File: src/rtl/fetch_unit_if.sv
// ---------------------------------------------------------------------------
// fetch_unit_if
//   Fetch-to-decode handshake plus the execute-stage redirect path.
//
//   Signals:
//     redirect_valid / redirect_target : execute asks fetch to restart at target
//     fetch_valid / fetch_ready        : instruction handshake toward decode
//     fetch_instr                      : 32-bit instruction word
//     fetch_pc / fetch_pc_plus4        : byte address of fetch_instr and +4
//     fetch_pred_taken                 : fetch steered away from pc+4 after it
//
//   Modports:
//     master : the fetch unit (drives the instruction side)
//     slave  : decode / execute (drives ready and redirect)
// ---------------------------------------------------------------------------
interface fetch_unit_if #(
    parameter int XLEN = 32
);
    logic            redirect_valid;
    logic [XLEN-1:0] redirect_target;
    logic            fetch_valid;
    logic            fetch_ready;
    logic [31:0]     fetch_instr;
    logic [XLEN-1:0] fetch_pc;
    logic [XLEN-1:0] fetch_pc_plus4;
    logic            fetch_pred_taken;

    modport master (
        input  redirect_valid, redirect_target, fetch_ready,
        output fetch_valid, fetch_instr, fetch_pc, fetch_pc_plus4, fetch_pred_taken
    );

    modport slave (
        output redirect_valid, redirect_target, fetch_ready,
        input  fetch_valid, fetch_instr, fetch_pc, fetch_pc_plus4, fetch_pred_taken
    );
endinterface

File: src/rtl/fetch_unit.sv
// ---------------------------------------------------------------------------
// fetch_unit
//   Holds the PC and the program memory and hands one instruction per cycle
//   to decode. JAL targets are resolved here from the J-type immediate;
//   execute can redirect fetch at any time. Misaligned or out-of-range
//   fetch addresses put the unit into a sticky FAULT state left only by reset.
//
//   Optional build macro:
//     FETCH_BRANCH_PREDICT_EN : predict backward B-type branches taken
//                               (static BTFN); forward branches fall through.
//
//   Ports:
//     clk, reset           : clock (rising edge), async active-high reset
//     prog_we/addr/wdata   : program memory write port (word indexed)
//     fif (master)         : redirect input and decode handshake
//     fault, fault_addr    : sticky fault flag and the offending address
// ---------------------------------------------------------------------------
module fetch_unit #(
    parameter int              XLEN         = 32,
    parameter int              PROG_WORDS   = 64,
    parameter logic [XLEN-1:0] RESET_VECTOR = '0
) (
    input  logic                          clk,
    input  logic                          reset,
    input  logic                          prog_we,
    input  logic [$clog2(PROG_WORDS)-1:0] prog_addr,
    input  logic [31:0]                   prog_wdata,
    fetch_unit_if.master                  fif,
    output logic                          fault,
    output logic [XLEN-1:0]               fault_addr
);
    localparam int              AW        = $clog2(PROG_WORDS);
    localparam logic [XLEN-1:0] MEM_BYTES = XLEN'(PROG_WORDS) << 2;
    localparam logic [XLEN-1:0] FOUR      = XLEN'(4);
    localparam logic [6:0]      OP_JAL    = 7'b1101111;
`ifdef FETCH_BRANCH_PREDICT_EN
    localparam logic [6:0]      OP_BRANCH = 7'b1100011;
`endif

    typedef enum logic {RUN, FAULT} state_t;

    state_t          state, state_nx;
    logic [XLEN-1:0] pc;
    logic [31:0]     mem [PROG_WORDS];
    logic [31:0]     instr;
    logic [XLEN-1:0] jal_off;
    logic [XLEN-1:0] next_pc;
    logic            pred_nx;
    logic            load;
    logic            fault_hit;
    logic [XLEN-1:0] fault_at;

    // output stage registers
    logic            fetch_valid_q;
    logic [31:0]     fetch_instr_q;
    logic [XLEN-1:0] fetch_pc_q;
    logic [XLEN-1:0] fetch_pc_plus4_q;
    logic            fetch_pred_q;
    logic            fault_q;
    logic [XLEN-1:0] fault_addr_q;

    function automatic logic addr_bad(input logic [XLEN-1:0] a);
        return (a[1:0] != 2'b00) || (a >= MEM_BYTES);
    endfunction

    // Program memory: no reset. Read is asynchronous, so a write landing on
    // the word being fetched in the same cycle is seen only from the next one.
    always_ff @(posedge clk) begin
        if (prog_we) mem[prog_addr] <= prog_wdata;
    end

    assign instr   = mem[pc[AW+1:2]];
    assign jal_off = {{(XLEN-21){instr[31]}}, instr[31], instr[19:12],
                      instr[20], instr[30:21], 1'b0};

    // Next-PC selection for the instruction currently addressed by pc.
    always_comb begin
        next_pc = pc + FOUR;
        pred_nx = 1'b0;
        if (instr[6:0] == OP_JAL) begin
            next_pc = pc + jal_off;
            pred_nx = 1'b1;
        end
`ifdef FETCH_BRANCH_PREDICT_EN
        // Backward branches are usually loop back-edges: assume taken.
        else if (instr[6:0] == OP_BRANCH && instr[31]) begin
            next_pc = pc + {{(XLEN-13){instr[31]}}, instr[31], instr[7],
                            instr[30:25], instr[11:8], 1'b0};
            pred_nx = 1'b1;
        end
`endif
    end

    // Control FSM. A redirect wins over everything in RUN, so the fault
    // check looks at the redirect target instead of pc whenever one is taken.
    always_comb begin
        state_nx  = state;
        load      = 1'b0;
        fault_hit = 1'b0;
        fault_at  = '0;
        case (state)
            RUN: begin
                if (fif.redirect_valid) begin
                    if (addr_bad(fif.redirect_target)) begin
                        fault_hit = 1'b1;
                        fault_at  = fif.redirect_target;
                    end
                end else if (addr_bad(pc)) begin
                    fault_hit = 1'b1;
                    fault_at  = pc;
                end else begin
                    load = !fetch_valid_q || fif.fetch_ready;
                end
                if (fault_hit) state_nx = FAULT;
            end
            FAULT: state_nx = FAULT;
            default: state_nx = FAULT;
        endcase
    end

    always_ff @(posedge clk or posedge reset) begin
        if (reset) state <= RUN;
        else       state <= state_nx;
    end

    // PC and output stage. In FAULT nothing moves; fetch_valid was already
    // cleared on the way in.
    always_ff @(posedge clk or posedge reset) begin
        if (reset) begin
            pc               <= RESET_VECTOR;
            fetch_valid_q    <= 1'b0;
            fetch_instr_q    <= '0;
            fetch_pc_q       <= '0;
            fetch_pc_plus4_q <= '0;
            fetch_pred_q     <= 1'b0;
            fault_q          <= 1'b0;
            fault_addr_q     <= '0;
        end else if (state == RUN) begin
            if (fif.redirect_valid) begin
                pc            <= fif.redirect_target;
                fetch_valid_q <= 1'b0;
            end else if (load) begin
                pc               <= next_pc;
                fetch_valid_q    <= 1'b1;
                fetch_instr_q    <= instr;
                fetch_pc_q       <= pc;
                fetch_pc_plus4_q <= pc + FOUR;
                fetch_pred_q     <= pred_nx;
            end
            if (fault_hit) begin
                fault_q       <= 1'b1;
                fault_addr_q  <= fault_at;
                fetch_valid_q <= 1'b0;
            end
        end
    end

    assign fif.fetch_valid      = fetch_valid_q;
    assign fif.fetch_instr      = fetch_instr_q;
    assign fif.fetch_pc         = fetch_pc_q;
    assign fif.fetch_pc_plus4   = fetch_pc_plus4_q;
    assign fif.fetch_pred_taken = fetch_pred_q;
    assign fault                = fault_q;
    assign fault_addr           = fault_addr_q;

endmodule

File: src/flat_wrapper.sv
// flat-port wrapper written by rule: the top's interface ports become plain ports
module fetch_unit_flat 
#(
    parameter int              XLEN         = 32,
    parameter int              PROG_WORDS   = 64,
    parameter logic [XLEN-1:0] RESET_VECTOR = '0
)
  (clk, reset, prog_we, prog_addr, prog_wdata, fault, fault_addr, fif_redirect_valid, fif_redirect_target, fif_fetch_ready, fif_fetch_valid, fif_fetch_instr, fif_fetch_pc, fif_fetch_pc_plus4, fif_fetch_pred_taken);
  fetch_unit_if #(.XLEN(XLEN)) fif_i ();
  input  logic clk;
  input  logic reset;
  input  logic prog_we;
  input  logic [$clog2(PROG_WORDS)-1:0] prog_addr;
  input  logic [31:0] prog_wdata;
  output logic fault;
  output logic [XLEN-1:0] fault_addr;
  input wire logic [$bits(fif_i.redirect_valid)-1:0] fif_redirect_valid;
  input wire logic [$bits(fif_i.redirect_target)-1:0] fif_redirect_target;
  input wire logic [$bits(fif_i.fetch_ready)-1:0] fif_fetch_ready;
  output wire logic [$bits(fif_i.fetch_valid)-1:0] fif_fetch_valid;
  output wire logic [$bits(fif_i.fetch_instr)-1:0] fif_fetch_instr;
  output wire logic [$bits(fif_i.fetch_pc)-1:0] fif_fetch_pc;
  output wire logic [$bits(fif_i.fetch_pc_plus4)-1:0] fif_fetch_pc_plus4;
  output wire logic [$bits(fif_i.fetch_pred_taken)-1:0] fif_fetch_pred_taken;
  assign fif_i.redirect_valid = fif_redirect_valid;
  assign fif_i.redirect_target = fif_redirect_target;
  assign fif_i.fetch_ready = fif_fetch_ready;
  assign fif_fetch_valid = fif_i.fetch_valid;
  assign fif_fetch_instr = fif_i.fetch_instr;
  assign fif_fetch_pc = fif_i.fetch_pc;
  assign fif_fetch_pc_plus4 = fif_i.fetch_pc_plus4;
  assign fif_fetch_pred_taken = fif_i.fetch_pred_taken;
  fetch_unit #(.XLEN(XLEN), .PROG_WORDS(PROG_WORDS), .RESET_VECTOR(RESET_VECTOR)) u_core (.clk(clk), .reset(reset), .prog_we(prog_we), .prog_addr(prog_addr), .prog_wdata(prog_wdata), .fif(fif_i), .fault(fault), .fault_addr(fault_addr));
endmodule
File: config.mk
export PLATFORM = sky130hd
export DESIGN_NAME = fetch_unit_flat
export DESIGN_NICKNAME = d
export VERILOG_FILES = /design/src/rtl/fetch_unit_if.sv /design/src/rtl/fetch_unit.sv /design/src/flat_wrapper.sv
export SDC_FILE = /design/constraint.sdc
export NUM_CORES = 2
export LEC_CHECK = 0
export BUFFER_PORTS_ARGS = -buffer_cell sky130_fd_sc_hd__buf_4
export CAP_MARGIN = 30
export CORE_MARGIN = 2
export CORE_UTILIZATION = 59
export DETAILED_ROUTE_END_ITERATION = 10
export PLACE_DENSITY = 0.8
export SLEW_MARGIN = 20
export SYNTH_ARGS = -nofsm -noshare
export SYNTH_HDL_FRONTEND = slang
export SYNTH_SLANG_ARGS = --single-unit
File: constraint.sdc
create_clock -name clk -period 13.25 [get_ports clk]
set_input_delay 0 -clock clk [delete_from_list [all_inputs] [get_ports clk]]
set_output_delay 0 -clock clk [all_outputs]
set_load 0.05 [all_outputs]
==> impl_results.md <==
* Outcome: complete, but fails checks
* Share of power burned in registers at 52.3%
* Total core area at 0.146 mm2
* Placed Cells at 6010
* Initial antenna violation count at 16
* Metal2 WL at 126 mm
* Commonest non-fill, non-tap cell in the layout: edfxtp_1
* Non-Filler Instances at 6494
* Synth unique cells at 76
* Sequential area share after synthesis at 75.8%
* Fill count at 8214
* Final hold vios at 2
* Critical-path top delay cell: dfrtp_4
* Warnings, synthesis at 0
* CTS tree: built
* Area growth, synth to finish at 13.9%
* Input/output buffers at 205
* DR WL/cell at 39.8 um
* Clock power share at 40.3%
* Critical Path Start Type: register
* Met3 routed WL at 34.6 mm
* Psw at 3.33 mW
* H-tree levels at 4
* PwrDens at 150 mW/mm2
* Resize count post-CTS at 0
* Die Ht at 387 um
* Clock-pin slew on the worst setup and hold paths at 0.07 ns
* Post-CTS Repair Setup Buffers at 0
* Most common cell on crit path: mux4_2
* Worst skew pair latency at 0.85 ns
* Post-route ant nets at 0
* Sw frac at 22.5%
* Max Buffers Root-to-Sink at 3
* Finished Core Util at 67.7%
* Half-perimeter wire length after placement at 126 mm
* Worst Hold Margin at -0.0225 ns
* Post-synth EDFFs at 2048
* CP Class: register to register
* Clock Sinks at 2210
* Post-Syn Nets at 4105
* Asr flop ratio synth at 7.33%
* Fin Setup TNS at 0 ns
* Largest stage delay on the critical path at 0.94 ns
* Final clock skew at 0.0271 ns
* Pint at 11.4 mW
* Final WS setup at 6.16 ns
* Fin. max-slew vios at 0
* Share of layout cells above drive strength 1 at 29.3%
* Final wirelength at 259 mm
* Fin area at 0.0985 mm2
* Metal1 wirelength at 83.2 mm
* Gr ovfl total at 0
* Average cell area after synthesis at 21.6 um2
* CTS Root Cell: clkbuf_16
* WP data required at 13.98 ns
* CP top delay family: multiplexers
* RSZ-0062 raised after global routing: no
* Type of the most critical hold path: input port to register
* Period utilisation layout at 53.5%
* Final total power at 14.8 mW
* Yosys top cell area share at 71.1%
* Place WS at 6.23 ns
* Slew margin rel. at 24.7%
* Max-cap violations at 0
* CP arrival at 7.82 ns
* Most frequent cells in the layout: 2048 x edfxtp_1, 633 x mux4_2, 299 x buf_4
* Placed inst area at 0.0907 mm2
* First-pass GRT wire length at 354 mm
* FMAX at 141 MHz
* Synth top area cells: edfxtp_1 71%, mux4_2 16%, dfrtp_1 4.7%
* Lkg Pwr at 32.4 nW
* Worst path depth at 16
* CP cell instances: buf_12 -> buf_4 -> mux4_2 -> mux4_2 -> mux4_2 -> ha_1 -> o211ai_1 -> a21o_1 -> a31oi_1 -> o211ai_1 -> a21boi_0 -> o21ai_0 -> o311a_1 -> mux2i_1 -> a31oi_1 -> dlygate4sd3_1
* Setup violators final at 0
* Bufs and invs on worst path at 3
* Initial DRC count at 8782
* Router iterations before antenna repair at 8
* Via density at 7.32
* DRC viols at 0
* #FFs+latches synth at 2210
* CP Capture Type: register
* Slew of the pin with the lowest slew margin at 1.13 ns
* Pin count of the biggest net entering global routing at 136
* Initial Util at 59.4%
* VDD IR max at 0.150 mV
* I/O Pins at 206
* Comb pwr share at 7.4%
* Mapped cell area at 0.0865 mm2
* Worst r2r path cells at 16
* Number of buffers created by CTS at 202
* WHS Path Cells at 7
* Die ar. at 0.150 mm2
* Die W at 387 um
* Worst-path fanout max at 102
* Row count at 140
* Vias in the first global route at 47260
* Routability Congestion at 0.895
* Dominant synthesized flop cell: edfxtp_1
* Final Critical Period at 7.09 ns
* Failing checks: hold timing
* Vias at 47510
* Leading area contributor after synthesis: edfxtp_1
* Mapped Cells at 3997
* GRT Total Usage at 33.8%
* Nets at 4509
* Max layer used: met5
-- synthesized netlist by cell type (all sizes together), types with 4 or more instances --
master and n:
a31oi 16, nand3 24, a22o 6, and2 54, o21a 7, o21ai 47, mux2i 38, nand2b 10
a21boi 5, nor3 22, ha 32, or3 8, a221oi 8, nor2b 9, a21oi 75, clkbuf 90
a211oi 5, and3 5, a22oi 28, o22ai 25, or2 4, buf 118, xor2 15, a21o 14
inv 23, nor4 14, mux4 637, mux2 4, nor2 164, dfrtp 162, and4 5, xnor2 25
edfxtp 2048, nand2 189, nand4 10, o211ai 15
-- per-layer routing --
metal  track usage [%]  vias up
li1                  -    17461
met1              43.4    24298
met2              53.4     4781
met3              9.52      954
met4              17.0       16
met5             0.606        -
-- power groups by stage --
stage / logic [mW] / registers, mW / clock network (mW)
2_1_floorplan: 0.646 / 7.87 / 0
3_3_place_gp: 0.988 / 7.86 / 0
3_5_place_dp: 1.01 / 7.87 / 0
4_1_cts: 1.06 / 7.72 / 5.93
5_1_grt: 1.14 / 7.73 / 6.17
6_report: 1.09 / 7.73 / 5.95
-- worst register-to-register path: stages (launching register included) --
cell and delay (ns):
dfrtp_4 0.94, buf_12 0.76, buf_4 0.69, mux4_2 0.63
mux4_2 0.49, mux4_2 0.65, ha_1 0.44, o211ai_1 0.13
a21o_1 0.20, a31oi_1 0.45, o211ai_1 0.20, a21boi_0 0.32
o21ai_0 0.14, o311a_1 0.15, mux2i_1 0.14, a31oi_1 0.10
dlygate4sd3_1 0.57
-- registers in the layout (all words and copies together) (netlist names) --
name,count
u_core.fif.fetch_pc_plus4,32
u_core.fif.fetch_pred_taken,1
u_core.fif.fetch_pc,30
u_core.pc,32
u_core.fault_addr,32
u_core.state,1
u_core.mem,2048
u_core.fif.fetch_valid,1
u_core.fault,1
u_core.fif.fetch_instr,32
-- final timing paths --
check | start | endpoint | slack, ns
max in group asynchronous | reset | u_core.pc[2] | 11.53
hold / removal | fif_fetch_ready | u_core.pc[28] | -0.02
setup reg to reg | u_core.pc[2] | u_core.pc[17] | 6.16
hold reg to reg | u_core.fault | u_core.fault | 0.48
setup / recovery | u_core.pc[2] | u_core.pc[17] | 6.16
min in group asynchronous | reset | u_core.fif.fetch_pc_plus4[14] | 0.39
-- logic make-up after synthesis --
| family | Yosys count | synth area share (%) |
|---|---|---|
| AOI/OAI and AO/OA | 275 | 2.07 |
| DFF | 2210 | 75.8 |
| muxes | 679 | 17.1 |
| adders and majority gates | 33 | 0.486 |
| buffers and inverters | 231 | 1.35 |
| xor gates and xnor gates | 40 | 0.405 |
| and+or+nand+nor | 529 | 2.79 |
-- final cells by class --
class / count / area, um2 / share of cell area (%)
Timing Repair Buffer: 408 / 3540 / 3.59
Tap cell: 1917 / 2400 / 2.44
Antenna cell: 6 / 15.0 / 0.0152
Inverter: 23 / 98.8 / 0.100
Sequential cell: 2210 / 65600 / 66.6
Clock inverter: 112 / 1030 / 1.05
Multi-Input combinational cell: 1556 / 20200 / 20.6
Clock buffer: 262 / 5600 / 5.69
-- what timing repair did --
item,4_1_cts,5_1_grt
hold buffers,92,0
endpoints found under the setup margin,0,0
endpoints found under the hold margin,2324,0
Power figures use the tool's default switching activity.
